`src/rtl/ocd_lvl_mc.sv`:
```
// Multi-channel overcurrent-threshold level generator.
// One shared period counter drives CH_NUM outputs that run either as
// phase-staggered PWM or as first-order sigma-delta. Duty codes are
// double-buffered (shadow -> active) and both the duty codes and the
// mode switch take effect only at the period boundary.
module ocd_lvl_mc #(
  parameter int CLK_MHZ       = 100,
  parameter int PAR_MAX_VAL   = 255,
  parameter int CH_NUM        = 2,
  parameter int PHASE_STAGGER = 1,
  localparam int W            = $clog2(PAR_MAX_VAL + 1)
) (
  input  logic                clk,
  input  logic                rst,
  input  logic [CH_NUM*W-1:0] pw_par,
  input  logic [CH_NUM-1:0]   upd,
  input  logic                mode,
  output logic [CH_NUM-1:0]   out,
  output logic                period_tick
);

  // Nominal output frequency, kept for reference only.
  localparam int FREQ_KHZ = 1000 * CLK_MHZ / PAR_MAX_VAL;

  localparam logic [W-1:0] MAXV    = W'(PAR_MAX_VAL);
  localparam logic [W:0]   MAXV_X  = (W + 1)'(PAR_MAX_VAL);
  localparam logic [W-1:0] CNT_TOP = W'(PAR_MAX_VAL - 1);

  // Reject configurations the counter and wrap arithmetic cannot support.
  if (PAR_MAX_VAL < 2 || CH_NUM < 1 || FREQ_KHZ < 0) begin : g_bad_param
    $error("ocd_lvl_mc: PAR_MAX_VAL must be >= 2 and CH_NUM >= 1");
  end

  // Saturate a captured duty code to full scale.
  function automatic logic [W-1:0] f_sat(input logic [W-1:0] v);
    if ({1'b0, v} > MAXV_X) begin
      return MAXV;
    end
    return v;
  endfunction

  // Fixed phase offset of channel k inside the period.
  function automatic logic [W-1:0] f_off(input int k);
    return (PHASE_STAGGER != 0) ? W'(k * PAR_MAX_VAL / CH_NUM) : '0;
  endfunction

  // (c + off) mod PAR_MAX_VAL; both operands are below PAR_MAX_VAL, so one
  // conditional subtract in W+1 bits covers the whole range without overflow.
  function automatic logic [W-1:0] f_wrap_add(input logic [W-1:0] c,
                                              input logic [W-1:0] off);
    logic [W:0] sum;
    sum = {1'b0, c} + {1'b0, off};
    if (sum >= MAXV_X) begin
      sum = sum - MAXV_X;
    end
    return sum[W-1:0];
  endfunction

  logic [W-1:0]      r_cnt;
  logic              r_mode_act;
  logic              r_tick;
  logic [W-1:0]      r_shadow [CH_NUM];
  logic [W-1:0]      r_active [CH_NUM];
  logic [W-1:0]      r_acc    [CH_NUM];
  logic [CH_NUM-1:0] r_out_p1;

  logic              w_wrap;
  logic [W-1:0]      w_code    [CH_NUM];
  logic [W-1:0]      w_phase   [CH_NUM];
  logic [W:0]        w_sum     [CH_NUM];
  logic [W-1:0]      w_acc_nxt [CH_NUM];
  logic [CH_NUM-1:0] w_out_p0;

  assign w_wrap = (r_cnt == '0);

  // Stage p0: per-channel level decision from the current counter and active duty.
  always_comb begin
    w_out_p0 = '0;
    for (int k = 0; k < CH_NUM; k++) begin
      w_code[k]    = f_sat(pw_par[k*W +: W]);
      w_phase[k]   = f_wrap_add(r_cnt, f_off(k));
      w_sum[k]     = {1'b0, r_acc[k]} + {1'b0, r_active[k]};
      w_acc_nxt[k] = w_sum[k][W-1:0];
      if (r_mode_act) begin
        // Sigma-delta: emit a one on every carry past full scale.
        if (w_sum[k] >= MAXV_X) begin
          w_out_p0[k]  = 1'b1;
          w_acc_nxt[k] = W'(w_sum[k] - MAXV_X);
        end
      end else begin
        w_out_p0[k] = (w_phase[k] < r_active[k]);
      end
    end
  end

  // Stage p1: counter, buffered duty codes, mode, accumulators and outputs.
  always_ff @(posedge clk) begin
    if (rst) begin
      r_cnt      <= CNT_TOP;
      r_mode_act <= 1'b0;
      r_tick     <= 1'b0;
      r_out_p1   <= '0;
      for (int k = 0; k < CH_NUM; k++) begin
        r_shadow[k] <= '0;
        r_active[k] <= '0;
        r_acc[k]    <= '0;
      end
    end else begin
      r_cnt    <= w_wrap ? CNT_TOP : r_cnt - 1'b1;
      r_tick   <= w_wrap;
      r_out_p1 <= w_out_p0;
      if (w_wrap) begin
        r_mode_act <= mode;
      end
      for (int k = 0; k < CH_NUM; k++) begin
        if (upd[k]) begin
          r_shadow[k] <= w_code[k];
        end
        // An update landing on the wrap cycle bypasses the shadow so it
        // is not delayed by a whole period.
        if (w_wrap) begin
          r_active[k] <= upd[k] ? w_code[k] : r_shadow[k];
        end
        // The accumulator only runs in sigma-delta mode and is cleared when
        // leaving it, so a later return starts from a clean window.
        if (!r_mode_act) begin
          r_acc[k] <= '0;
        end else if (w_wrap && !mode) begin
          r_acc[k] <= '0;
        end else begin
          r_acc[k] <= w_acc_nxt[k];
        end
      end
    end
  end

  assign out         = r_out_p1;
  assign period_tick = r_tick;

endmodule

```
`config.mk`:
```
export PLATFORM = sky130hd
export DESIGN_NAME = ocd_lvl_mc
export DESIGN_NICKNAME = d
export VERILOG_FILES = /design/src/rtl/ocd_lvl_mc.sv
export SDC_FILE = /design/constraint.sdc
export NUM_CORES = 1
export LEC_CHECK = 0
export BUFFER_PORTS_ARGS = -buffer_cell sky130_fd_sc_hd__buf_2
export CAP_MARGIN = 20
export CELL_PAD_IN_SITES_DETAIL_PLACEMENT = 0
export CELL_PAD_IN_SITES_GLOBAL_PLACEMENT = 2
export CORE_ASPECT_RATIO = 1.5
export CORE_UTILIZATION = 43
export DETAILED_ROUTE_END_ITERATION = 10
export GPL_TIMING_DRIVEN = 0
export PLACE_DENSITY_LB_ADDON = 0.1
export SLEW_MARGIN = 20
export SYNTH_ARGS = -nofsm -noshare
export SYNTH_HDL_FRONTEND = slang
export SYNTH_SLANG_ARGS = --single-unit
export TNS_END_PERCENT = 1
```
`constraint.sdc`:
```
create_clock -name clk -period 7.1 [get_ports clk]
set_input_delay 0.71 -clock clk [delete_from_list [all_inputs] [get_ports clk]]
set_output_delay 0.71 -clock clk [all_outputs]
set_load 0.05 [all_outputs]
```
==> run_results.csv <==
group,metric,value,unit
status,status,"finished, final reports clean",
synthesis,synth_cell_types,74,
power_and_ir_drop,leakage,2.08,nW
placed_design,portBuffers,21,
cts,clock-sinks,60,
routing,wirelength,11100,um
cts,cts_made_buffers,9,
power_and_ir_drop,ir_drop,0.158,mV
synthesis,netlist_top_cells_count,"48 x edfxtp_1, 46 x nor2_1, 36 x nand2_1",
synthesis,synth_edf_count,48,
worst_setup_path,max_stage_delay,0.50,ns
cts,post_cts_buffers,0,
cts,h-tree-depth,3,
worst_setup_path,path_buf_inv,2,
power_and_ir_drop,power_density,211,nW/um^2
worst_setup_path,cp-start-kind,"flip-flop",
worst_setup_path,cp_common_cell,"ha_1",
worst_hold_path,hold_path_class,"flip-flop to flip-flop",
sta,hold_ws,0.566,ns
placed_design,dp.final_hpwl,8670,um
synthesis,yosysSeqAreaShare,0.373,
synthesis,postSynthCellCount,474,
synthesis,yosys-top-cells-area,"edfxtp_1 32%, ha_1 9.4%, dfxtp_1 5.3%",
sta,rsz0062_at_grt,"no",
cts,cts_root_buf,"clkbuf_16",
global_routing,grt_max_degree,18,
sta,drv_slew,0,
floorplanning,core_area,10200,um^2
final_layout,nFillCells,976,
worst_setup_path,endpoint_kind,"flip-flop",
routing,vias_per_cell,5.55,
sta,layout_min_cycle_time,4.07,ns
global_routing,grt_pass1_wl,18400,um
worst_setup_path,path_class,"flip-flop to flip-flop",
sta,hold_violations,0,
routing,drt_first_pass_iters,4,
worst_setup_path,cp_data_arrival_time,4.34,ns
power_and_ir_drop,power,1.09,mW
routing,routedWlPerCell,16.6,um
global_routing,grt_overflow,0,
synthesis,yosysTopAreaCellShare,0.319,
synthesis,ys.flop_type,"edfxtp_1",
sta,fmax,0.246,GHz
worst_setup_path,cp_slowest_cell,"dfxtp_1",
floorplanning,die_h,127,um
synthesis,ys_ff_latch,60,
placed_design,place_ws,3.14,ns
synthesis,synthesis.area,4510,um^2
synthesis,synth.most_common_cell,"edfxtp_1",
floorplanning,die-width,85.7,um
routing,drc_errors,0,
final_layout,drive_above_1_share,0.141,
synthesis,synth.avg_cell_area,9.52,um^2
routing,drtAntennaViolNets,0,
synthesis,synth_top_cell_by_area,"edfxtp_1",
worst_setup_path,cpLargestDelayFamily,"compound AO/OA/AOI/OAI gates",
cts,cts_tree,"done",
final_layout,fin_util,0.505,
worst_setup_path,path_max_fanout,10,
cts,cts_resized,0,
cts,clock_latency,0.33,ns
global_routing,antenna_found_initial,0,
cts,cts_hold_buf,0,
final_layout,num-nets-final,578,
floorplanning,rows,45,
cts,clockBufferDepth,2,
synthesis,yosys_warnings,0,
global_routing,grt_pass1_vias,3762,
worst_setup_path,cp.required,7.37,ns
sta,setup_viol,0,
sta,fin_ws,3.03,ns
worst_setup_path,cp_cell_sequence,"clkbuf_1 -> inv_1 -> ha_1 -> nor2_1 -> a22oi_1 -> o211a_2 -> nor4_2 -> and4b_1 -> xor2_1 -> ha_1 -> a21o_1 -> a2111oi_0 -> a32o_1",
floorplanning,ios,24,
synthesis,synth-async-reset-ratio,0,
sta,tns,0,ns
sta,tightest_slew,0.797,ns
placed_design,gp_congestion,0.818,
sta,relSlewSlack,0.466,
run,drv_cap,0,
routing,first_iter_violations,142,
routing,vias,3699,
final_layout,area_growth,14.1,%
global_routing,grtUsageTotal,0.222,
cts,path_clk_slew,0.06,ns
floorplanning,initial_core_util,0.443,
floorplanning,dieArea,10900,um^2
sta,finalCritPeriodShare,0.573,
sta,skew,0.00571,ns
final_layout,diodes,0,
layout make-up:
type	instances	area [um^2]	share of cell area
clock inverters	7	73.8	0.0143
well taps	141	176	0.0342
multi-input cells	388	2720	0.528
repair buffers	21	105	0.0204
plain buffers	16	73.8	0.0143
inverters	25	93.8	0.0182
flip-flops and latches	60	1680	0.326
clock buffers	9	225	0.0437
power breakdown:
group	switching [mW]	internal [mW]	total, mW
combinational	0.139	0.0923	0.231
clock	0.170	0.274	0.444
sequential	0.0122	0.402	0.414
per-layer routing:
layer	up-vias	GRT usage	wire [um]
li1	1846	-	-
met1	1761	0.254	4580
met2	66	0.399	5810
met3	26	0.0271	300
met4	0	0.123	373
met5	-	0	0
metrics by stage:
step	cell area [um^2]	instances
final	5150	667
after global placement	4850	651
after CTS	5150	667
after global routing	5150	667
after detailed placement	4850	651
after floorplan	4570	489
path summary, 6_finish.rpt:
kind | from | to | slack, ns | cells past startpoint
setup / recovery | r_cnt[0] | out[1] | 3.03 | 13
hold / removal | r_shadow[0][15] | r_active[0][15] | 0.57 | 2
setup reg to reg | r_cnt[0] | out[1] | 3.03 | 13
hold reg to reg | r_shadow[0][15] | r_active[0][15] | 0.57 | 2
cell usage in the layout (no fill, tap or decap), types with 5 or more instances in the layout:
master,synthesis,routed
nand4_1,8,8
clkbuf_1,9,9
conb_1,1,16
nor2_1,46,46
o21a_1,5,5
nand3_1,14,14
or3_1,7,7
buf_2,5,26
clkbuf_16,0,9
a21o_1,11,11
a21oi_1,19,19
mux2i_1,24,24
ha_1,34,34
edfxtp_1,48,48
nand2_1,36,36
nand2b_1,5,5
xnor2_1,11,11
a31oi_1,8,8
o21ai_0,27,27
inv_1,25,25
nor3_1,5,5
o211ai_1,5,5
nor2b_1,7,7
a211oi_1,6,6
and2_1,20,20
dfxtp_1,12,12
cell families after synthesis:
logic type / Yosys count / synth area share
other cells: 1 / 0.000831
xor+xnor: 15 / 0.0291
mux: 25 / 0.0557
flops: 60 / 0.373
simple gates: 180 / 0.223
fa+ha+maj: 36 / 0.103
buf+inv: 41 / 0.0371
compound gates: 116 / 0.178
flip-flops by register name (all words and copies together), names as in the netlist:
name,cells
period_tick,1
r_cnt,8
r_mode_act,1
out,2
r_acc,16
r_active,16
r_shadow,16
worst register-to-register path: cells and delay by family (launching register included):
kind | cells | cell delay, ns
AO/OA/AOI/OAI | 5 | 1.25
XOR/XNOR | 1 | 0.22
adder cells (fa/ha/maj) | 2 | 0.71
buffers and inverters | 2 | 0.60
flip-flops | 1 | 0.50
AND/OR/NAND/NOR | 3 | 0.76
(Power assumes the default switching activity.)
